`src/rtl/mm_result_requant.sv`:
```
// mm_result_requant
// Reads the matrix multiplier's result memory in row-major order once the
// multiplier signals completion. Each accumulator word gets its column bias
// added, is rounded and right-shifted, optionally passed through ReLU or
// LeakyReLU, saturated to DATA_W, and streamed out through a 2-entry FIFO.
module mm_result_requant #(
  parameter int M           = 4,
  parameter int N           = 3,
  parameter int DATA_W      = 8,
  parameter int SHIFT       = 4,
  parameter int LEAKY_SHIFT = 2,
  parameter int ADDR_W      = (M * N > 1) ? $clog2(M * N) : 1,
  parameter int COL_W       = (N > 1) ? $clog2(N) : 1,
  parameter int ROW_W       = (M > 1) ? $clog2(M) : 1
) (
  input  logic                  clk,
  input  logic                  rst_n,
  input  logic                  result_valid,
  output logic [ADDR_W-1:0]     matrix_raddr,
  input  logic [2*DATA_W-1:0]   matrix_in,
  input  logic [1:0]            act_mode,
  input  logic                  bias_en,
  input  logic [COL_W-1:0]      bias_addr,
  input  logic [2*DATA_W-1:0]   bias_in,
  output logic [DATA_W-1:0]     out_data,
  output logic [ROW_W-1:0]      out_row,
  output logic [COL_W-1:0]      out_col,
  output logic                  out_last,
  output logic                  out_valid,
  input  logic                  out_ready,
  output logic                  busy,
  output logic                  done,
  output logic                  overrun
);

  localparam int ACC_W = 2 * DATA_W;
  // Two guard bits: one for the bias add, one for the rounding constant.
  localparam int SUM_W = ACC_W + 2;
  localparam int NUM   = M * N;

  localparam logic [ADDR_W-1:0]       LAST_ADDR = ADDR_W'(NUM - 1);
  localparam logic [COL_W-1:0]        LAST_COL  = COL_W'(N - 1);
  localparam logic [COL_W:0]          NUM_COLS  = (COL_W + 1)'(N);
  localparam logic signed [SUM_W-1:0] ROUND_ADD = SUM_W'(2 ** (SHIFT - 1));
  localparam logic signed [SUM_W-1:0] SAT_MAX   = SUM_W'(2 ** (DATA_W - 1) - 1);
  localparam logic signed [SUM_W-1:0] SAT_MIN   = SUM_W'(-(2 ** (DATA_W - 1)));
  localparam logic [DATA_W-1:0]       OUT_MAX   = {1'b0, {(DATA_W - 1){1'b1}}};
  localparam logic [DATA_W-1:0]       OUT_MIN   = {1'b1, {(DATA_W - 1){1'b0}}};

  typedef enum logic [1:0] {
    ST_IDLE,
    ST_READ,
    ST_DRAIN
  } state_t;

  state_t              r_state;
  logic [1:0]          r_actMode;
  logic [ADDR_W-1:0]   r_raddr;
  logic [ROW_W-1:0]    r_issRow;
  logic [COL_W-1:0]    r_issCol;
  logic                r_inflight;
  logic                r_busy;
  logic                r_done;
  logic                r_overrun;

  logic [ACC_W-1:0]    r_bias [N];

  logic [DATA_W-1:0]   r_fifoData [2];
  logic [ROW_W-1:0]    r_fifoRow  [2];
  logic [COL_W-1:0]    r_fifoCol  [2];
  logic                r_fifoLast [2];
  logic                r_wrPtr;
  logic                r_rdPtr;
  logic [1:0]          r_fifoCount;

  logic                w_pop;
  logic                w_push;
  logic [1:0]          w_countNext;
  logic                w_credit;
  logic                w_start;
  logic                w_biasWrite;

  logic signed [SUM_W-1:0] w_accExt;
  logic signed [SUM_W-1:0] w_biasExt;
  logic signed [SUM_W-1:0] w_sum;
  logic signed [SUM_W-1:0] w_round;
  logic signed [SUM_W-1:0] w_act;
  logic [DATA_W-1:0]       w_satData;

  // The data returned for the address issued last cycle is what gets pushed;
  // an address may only be issued if its data is guaranteed a FIFO slot.
  assign out_valid   = (r_fifoCount != 2'd0);
  assign w_pop       = out_valid && out_ready;
  assign w_push      = r_inflight;
  assign w_countNext = r_fifoCount + {1'b0, w_push} - {1'b0, w_pop};
  assign w_credit    = ({1'b0, r_fifoCount} + {2'b00, r_inflight}) < (3'd2 + {2'b00, w_pop});

  // A start in the very cycle done is shown is treated as arriving while busy.
  assign w_start     = result_valid && !r_busy && !r_done;
  assign w_biasWrite = bias_en && (r_state == ST_IDLE) && !r_busy && ({1'b0, bias_addr} < NUM_COLS);

  assign matrix_raddr = r_raddr;
  assign busy         = r_busy;
  assign done         = r_done;
  assign overrun      = r_overrun;
  assign out_data     = r_fifoData[r_rdPtr];
  assign out_row      = r_fifoRow[r_rdPtr];
  assign out_col      = r_fifoCol[r_rdPtr];
  assign out_last     = r_fifoLast[r_rdPtr];

  // Requantize the word on matrix_in: bias add, round-half-up shift, activation, saturate.
  always_comb begin
    w_accExt  = {{2{matrix_in[ACC_W-1]}}, matrix_in};
    w_biasExt = {{2{r_bias[r_issCol][ACC_W-1]}}, r_bias[r_issCol]};
    w_sum     = w_accExt + w_biasExt + ROUND_ADD;
    w_round   = w_sum >>> SHIFT;
    w_act     = w_round;
    if (w_round[SUM_W-1]) begin
      if (r_actMode == 2'd1) begin
        w_act = '0;
      end else if (r_actMode == 2'd2) begin
        w_act = w_round >>> LEAKY_SHIFT;
      end
    end
    if (w_act > SAT_MAX) begin
      w_satData = OUT_MAX;
    end else if (w_act < SAT_MIN) begin
      w_satData = OUT_MIN;
    end else begin
      w_satData = w_act[DATA_W-1:0];
    end
  end

  // Per-column bias storage, deliberately kept across resets.
  always_ff @(posedge clk) begin
    if (w_biasWrite) begin
      r_bias[bias_addr] <= bias_in;
    end
  end

  // Control FSM: start/overrun detection, address issue under FIFO credit, completion.
  always_ff @(posedge clk or posedge rst_n) begin
    if (rst_n) begin
      r_state    <= ST_IDLE;
      r_actMode  <= '0;
      r_raddr    <= '0;
      r_issRow   <= '0;
      r_issCol   <= '0;
      r_inflight <= 1'b0;
      r_busy     <= 1'b0;
      r_done     <= 1'b0;
      r_overrun  <= 1'b0;
    end else begin
      r_done     <= 1'b0;
      r_overrun  <= result_valid && (r_busy || r_done);
      r_inflight <= 1'b0;
      case (r_state)
        ST_IDLE: begin
          if (w_start) begin
            r_actMode  <= act_mode;
            r_busy     <= 1'b1;
            r_raddr    <= '0;
            r_issRow   <= '0;
            r_issCol   <= '0;
            r_inflight <= 1'b1;
            r_state    <= (NUM == 1) ? ST_DRAIN : ST_READ;
          end
        end
        ST_READ: begin
          if (w_credit) begin
            r_raddr    <= r_raddr + ADDR_W'(1);
            r_inflight <= 1'b1;
            if (r_issCol == LAST_COL) begin
              r_issCol <= '0;
              r_issRow <= r_issRow + ROW_W'(1);
            end else begin
              r_issCol <= r_issCol + COL_W'(1);
            end
            if ((r_raddr + ADDR_W'(1)) == LAST_ADDR) begin
              r_state <= ST_DRAIN;
            end
          end
        end
        ST_DRAIN: begin
          if (w_countNext == 2'd0) begin
            r_done  <= 1'b1;
            r_busy  <= 1'b0;
            r_raddr <= '0;
            r_state <= ST_IDLE;
          end
        end
        default: begin
          r_state <= ST_IDLE;
        end
      endcase
    end
  end

  // Two-entry output FIFO; the head entry drives the output port directly.
  always_ff @(posedge clk or posedge rst_n) begin
    if (rst_n) begin
      for (int i = 0; i < 2; i++) begin
        r_fifoData[i] <= '0;
        r_fifoRow[i]  <= '0;
        r_fifoCol[i]  <= '0;
        r_fifoLast[i] <= 1'b0;
      end
      r_wrPtr     <= 1'b0;
      r_rdPtr     <= 1'b0;
      r_fifoCount <= 2'd0;
    end else begin
      if (w_push) begin
        r_fifoData[r_wrPtr] <= w_satData;
        r_fifoRow[r_wrPtr]  <= r_issRow;
        r_fifoCol[r_wrPtr]  <= r_issCol;
        r_fifoLast[r_wrPtr] <= (r_raddr == LAST_ADDR);
        r_wrPtr             <= ~r_wrPtr;
      end
      if (w_pop) begin
        r_rdPtr <= ~r_rdPtr;
      end
      r_fifoCount <= w_countNext;
    end
  end

endmodule

```
`config.mk`:
```
export PLATFORM = sky130hd
export DESIGN_NAME = mm_result_requant
export DESIGN_NICKNAME = d
export VERILOG_FILES = /design/src/rtl/mm_result_requant.sv
export SDC_FILE = /design/constraint.sdc
export NUM_CORES = 1
export LEC_CHECK = 0
export CAP_MARGIN = 0
export CORE_MARGIN = 5
export CORE_UTILIZATION = 40
export CTS_BUF_LIST = sky130_fd_sc_hd__clkbuf_8 sky130_fd_sc_hd__clkbuf_16
export CTS_CLUSTER_SIZE = 28
export DETAILED_ROUTE_END_ITERATION = 8
export GPL_TIMING_DRIVEN = 0
export PLACE_DENSITY = 0.57
export RECOVER_POWER = 100
export SLEW_MARGIN = 5
export SYNTH_ARGS = -nofsm -noshare
export SYNTH_HDL_FRONTEND = slang
export SYNTH_SLANG_ARGS = --single-unit
export TNS_END_PERCENT = 5
```
`constraint.sdc`:
```
create_clock -name clk -period 8.1 [get_ports clk]
set_clock_uncertainty 0.15 [all_clocks]
set_input_delay 1.62 -clock clk [delete_from_list [all_inputs] [get_ports clk]]
set_output_delay 1.62 -clock clk [all_outputs]
set_load 0.01 [all_outputs]
```
# Yosys cells after proc, flatten, opt, wreduce, memory -nomap -nowiden
# Memory sizes are Yosys's and may differ from the RTL's.
# Cells that the tools add are included.
[op_classes]
add_sub_neg = 9
bitwise_logic = 4
order_cmp = 7
reduce_logical = 23
n_mux = 53
eq_ne = 12
[ops]
columns = ["op", "count"]
rows = [
  ["8-bit two-way mux", 6],
  ["18-bit two-way mux", 2],
  ["2-bit two-way mux", 16],
  ["17-bit by 5-bit adder with 18-bit output (second input constant)", 1],
  ["18-bit by 8-bit > comparator with 1-bit output (second input constant)", 1],
  ["18-bit by 8-bit < comparator with 1-bit output (second input constant)", 1],
  ["16-bit by 16-bit adder with 17-bit output", 1],
  ["16-bit bitwise mux", 1],
  ["13-bit two-way mux", 1],
  ["1-bit two-way mux", 12],
  ["4-bit two-way mux", 3],
  ["4-bit case mux with 3 select lines", 1],
  ["4-bit AND reduction", 3],
  ["2-bit != test (second input constant)", 5],
  ["4-bit bitwise mux", 2],
  ["8-bit demux with 1-bit select", 1],
  ["4-bit equality test (second input constant)", 2],
  ["1-bit logical AND", 8],
  ["2-bit case mux with 2 select lines", 2],
  ["2-bit equality test (second input constant)", 3],
  ["2-bit case mux with 3 select lines", 1],
  ["3-bit AND reduction", 2],
  ["2-bit nonzero test", 3],
  ["2-bit by 1-bit adder with 2-bit output (second input constant)", 2],
  ["21 further kinds", 28],
]
[totals]
output_inout_bits = 21
elab_cells = 129
mem_bits_rw = 48
ff_bits = 46
in_bits = 41
n_memories = 1
[mem_list]
columns = ["name", "words", "word_bits", "rd", "rd_clocked_by_memory_dff", "wr", "line", "source"]
rows = [
  ["r_bias", 3, 16, 1, 0, 1, "66", "logic [ACC_W-1:0] r_bias [N];"],
]

# Longest topological paths before layout
# An unclocked memory read counts as a cell.
[logic_depth]
word_depth = 10
mapped_depth = 16
depth_no_buf = 15

# Worst setup path after synthesis
# Ideal clock, no wire load.
[synth_timing]
path_type = "input to register"
start = "input matrix_in[8]"
end = "register r_fifoData[0] in the netlist's numbering"
stages = 11
setup_slack_ps = 3748
required_time_ps = 7815
n_path_buf = 0
arrival_time_ps = 4067
setup_ps = 135
cell_sequence = "ha_1 -> ha_1 -> a21oi_1 -> o211ai_1 -> or3_1 -> a41o_1 -> or3_1 -> a211oi_1 -> nand2_1 -> nand2_1 -> o211ai_1"
[synth_between]
elab_chain_cells = 9
elab_cells_between_ends = 10
classes_between = "2 x add/sub; 2 x order compare; 6 x mux"
[synth_lines]
columns = ["element", "line", "source"]
rows = [
  ["start, declared", "20", "input logic [2*DATA_W-1:0] matrix_in,"],
  ["16-bit by 16-bit adder with 17-bit output *", "115", "w_sum = w_accExt + w_biasExt + ROUND_ADD;"],
  ["17-bit by 5-bit adder with 18-bit output *", "115", ""],
  ["13-bit two-way mux", "121", "end else if (r_actMode == 2'd2) begin"],
  ["18-bit two-way mux", "119", "if (r_actMode == 2'd1) begin"],
  ["18-bit two-way mux *", "118", "if (w_round[SUM_W-1]) begin"],
  ["18-bit by 8-bit < comparator with 1-bit output", "127", "end else if (w_act < SAT_MIN) begin"],
  ["8-bit two-way mux", "127", ""],
  ["8-bit two-way mux *", "125", "if (w_act > SAT_MAX) begin"],
  ["16-bit bitwise mux *", "213", "r_fifoData[r_wrPtr] <= w_satData;"],
  ["end signal, assigned by index", "213", ""],
  ["end, declared", "68", "logic [DATA_W-1:0] r_fifoData [2];"],
]
# Mark *: on every way between the ends. The rest lies on a longest branch, timed or not.
# A chain may end at the register's enable or synchronous reset.

# Final worst setup path
[layout_timing]
start = "input matrix_in[11]"
end = "register r_fifoData[1] in the netlist's numbering"
# Same word-level chain as after synthesis.

==> metrics.md <==
| Metric | Value |
|---|---|
| Worst-margin pin slew | 2080 ps |
| CP required | 8160 ps |
| CTS max path bufs | 2 |
| Slew HR | -38.9% |
| Outcome | finished, violations left |
| Worst Hold Launch | r_fifoLast[1]$_DFFE_PP0P_ |
| Via density | 5.22 |
| Synth cell types | 51 |
| Post-CTS Hold Fix Bufs | 0 |
| CTS Sinks | 94 |
| Fmax achieved | 182 MHz |
| First-pass GRT wire length | between 15000 and 20000 µm |
| Worst IR drop on VDD | 0.137 mV |
| CP max FO | 10 |
| Count of buffer and inverter cells on the critical path | 2 |
| Largest net degree at the start of global routing | 41 |
| Post-CTS Setup Inserts | 0 |
| CP startpoint kind | primary input |
| Final Non-Filler Cells | 730 |
| Cells after Synth | 477 |
| Placed Instances | roughly 700 |
| Syn nets | 554 |
| Min cycle time layout | 5480 ps |
| Top delay family on crit path | compound AO/OA/AOI/OAI gates |
| PD cells | 399 nW/µm² |
| Primary FF master, synth | edfxtp_1 |
| WL final | 11500 µm |
| Worst Hold Class | flop to flop |
| Initial antenna violation count | 0 |
| Setup_tns | 0 ps |
| I/O pin cnt | 62 |
| 1st-iter DRT viols | 202 |
| Root buf cell | clkbuf_16 |
| Sink of the worst hold path | r_fifoLast[1]$_DFFE_PP0P_ |
| Cells resized by post-CTS repair | 0 |
| Clk Latency, worst-skew pair | around 350 ps |
| Period utilisation layout | 67.7% |
| Htree depth | 3 |
| P_leak | 2.54 nW |
| Routability cong. | 0.853 |
| Cell breakdown of the critical path | dlygate4sd3_1 > ha_1 > ha_1 > clkbuf_1 > a21oi_1 > a21oi_1 > a211o_1 > a221oi_1 > o21ai_0 > a22oi_1 > o211ai_1 |
| Post-synthesis sequential area ratio | roughly half |
| Yosys warns | 0 |
| FP Rows | 41 |
| RSZ-0062 raised after global routing | no |
| Number of global-route vias before repair | 3849 |
| DRC | 0 |
| First drt pass iteration count | 4 |
| Pwr Total | 2.51 mW |
| Cts bufs inserted | 9 |
| Area Overhead vs Synth | 21.7% |
| # diodes | 0 |
| R2R cell count | 14 |
| Critical Path Slowest Stage Cell | a221oi_1 |
| Port buffer count | 61 |
| Area contributors post-synth | edfxtp_1 (28%), dfrtp_1 (22%), ha_1 (8.7%), nand2_1 (5.5%), mux2_2 (5.0%) |
| Final max-slew violation count | 41 |
| Filler cells | 1208 |
| Share of cells above drive strength 1 | 8.42% |
| Synth top area share | between 20% and 30% |
| Final ANT Viol Nets | 0 |
| Most frequent cells in the layout | nand2_1 (75), edfxtp_1 (48), dfrtp_1 (46), dlygate4sd3_1 (40), ha_1 (36) |
| DP HPWL | 8820 µm |
| Setup crit end kind | flop |
| Die Ht | 124 µm |
| Largest stage delay, worst path | 920 ps |
| Wire per inst | 15.7 µm |
| R2R Path End | r_fifoData[1]$_DFFE_PP0P_ |
| Mapped cell area | 5160 µm² |
| Initial core utilization | roughly 41% |
| Asr flop ratio synth | between 40% and 50% |
| Post-synth EDFFs | 48 |
| Final hold viol count | 0 |
| Failing checks | capacitance limit, slew limit |
| R2r setup slk | roughly 3000 ps |
| Die Width | 124 µm |
| Most common cell after layout, fill and taps aside | nand2_1 |
| Syn avg cell area | 10.8 µm² |
| #FFs+latches synth | 94 |
| Worst EP arrival | 5540 ps |
| Cell taking the most area after synthesis | edfxtp_1 |
| Setup CP Type | primary input to flop |
| Post-layout net count | 630 |
| Max-Cap Viols | 1 |
| Core area | 12600 µm² |
| Die area | 15300 µm² |
| Total Routing Usage GR | 15.9% |
| Vias | 3809 |
| Launching point of the worst reg2reg path | r_issCol[1]$_DFFE_PP0P_ |
| Hold-critical path depth | 2 |
| TritonCTS clock tree | yes |
| Clock Pin Slew Worst Setup and Hold Paths | approximately 70 ps |
| Final setup fails | 0 |
| GRT overflow | 0 |
-- state kept, by name (all words and copies together), names as in the netlist --
signal / flops
overrun: 1
done: 1
r_fifoCount: 2
r_fifoData: 16
r_fifoRow: 4
r_fifoCol: 4
r_state: 2
busy: 1
r_wrPtr: 1
r_issRow: 2
r_bias: 48
matrix_raddr: 4
r_fifoLast: 2
r_inflight: 1
r_issCol: 2
r_actMode: 2
r_rdPtr: 1
-- layout make-up --
| cell class | count | area (µm²) | share of cell area, % |
|---|---|---|---|
| Buffer | 15 | 57.6 | 0.916 |
| Sequential cell | 94 | 2590 | 41.3 |
| Clock inverter | 7 | 71.3 | 1.14 |
| Tap cell | 172 | 215 | 3.43 |
| Clock buffer | 9 | 225 | 3.59 |
| Inverter | 19 | 71.3 | 1.14 |
| Multi-Input combinational cell | 349 | 2420 | 38.6 |
| Timing Repair Buffer | 65 | 626 | 9.96 |
-- cell usage after synthesis, types with 6 or more instances --
master	number
mux2i_1	17
o211ai_1	17
nand2_1	75
nor2_1	21
a22oi_1	6
o21ai_0	31
nand3_1	8
mux2_2	23
inv_1	19
clkbuf_1	10
dfrtp_1	46
ha_1	36
edfxtp_1	48
xnor2_1	13
nand2b_1	6
a21oi_1	24
a31oi_1	6
-- per-stage QoR --
| step | hold slack (ps) | worst slack [ps] | util [%] | area (µm²) |
|---|---|---|---|---|
| 4_1_cts | 338 | 3220 | 50.3 | 6340 |
| 6_report | 333 | 2620 | 49.8 | 6280 |
| 2_1_floorplan | 294 | 3750 | - | 5160 |
| 5_1_grt | 361 | 2200 | 49.8 | 6280 |
| 3_5_place_dp | 321 | 2890 | 47.9 | 6050 |
| 3_3_place_gp | 309 | 2880 | 47.5 | 5990 |
-- per-layer routing --
layer / vias to the layer above / part of all wire, % / routed length [µm] / track usage (%)
met1: 1809 / 47 / 5370 / 20.7
met5: - / 0 / 0 / 0
li1: 1909 / - / - / -
met2: 80 / 47 / 5440 / 26.2
met3: 11 / 4.3 / 488 / 3.50
met4: 0 / 1.6 / 181 / 5.81
-- worst max-delay path by stage --
stage                  start                   endpoint  cells past startpoint
2_1_floorplan   matrix_in[8]  r_fifoData[0]$_DFFE_PP0P_                     11
3_3_place_gp   matrix_in[10]  r_fifoData[2]$_DFFE_PP0P_                     13
3_5_place_dp   matrix_in[10]  r_fifoData[6]$_DFFE_PP0P_                     13
4_1_cts        matrix_in[10]  r_fifoData[6]$_DFFE_PP0P_                     13
5_1_grt        matrix_in[11]  r_fifoData[1]$_DFFE_PP0P_                     11
6_report       matrix_in[11]  r_fifoData[1]$_DFFE_PP0P_                     11
-- report_power, final --
part | switching, mW | internal, mW
registers | 0.0628 | 0.606
logic | 0.825 | 0.593
clock network | 0.181 | 0.240
-- kinds of logic after synthesis --
family          share of synthesized area [%]
xor+xnor                                 2.71
buf+inv                                  2.52
flops                                    50.2
mux                                      8.31
fa+ha+maj                                8.73
simple gates                             12.1
compound gates                           15.4
-- tightest hold or removal path, stage by stage (launching register included) --
cell and delay, ps:
dfrtp_1 340, nand2_1 50, o21ai_0 60
Note: power is estimated with default switching activity, not from simulation.
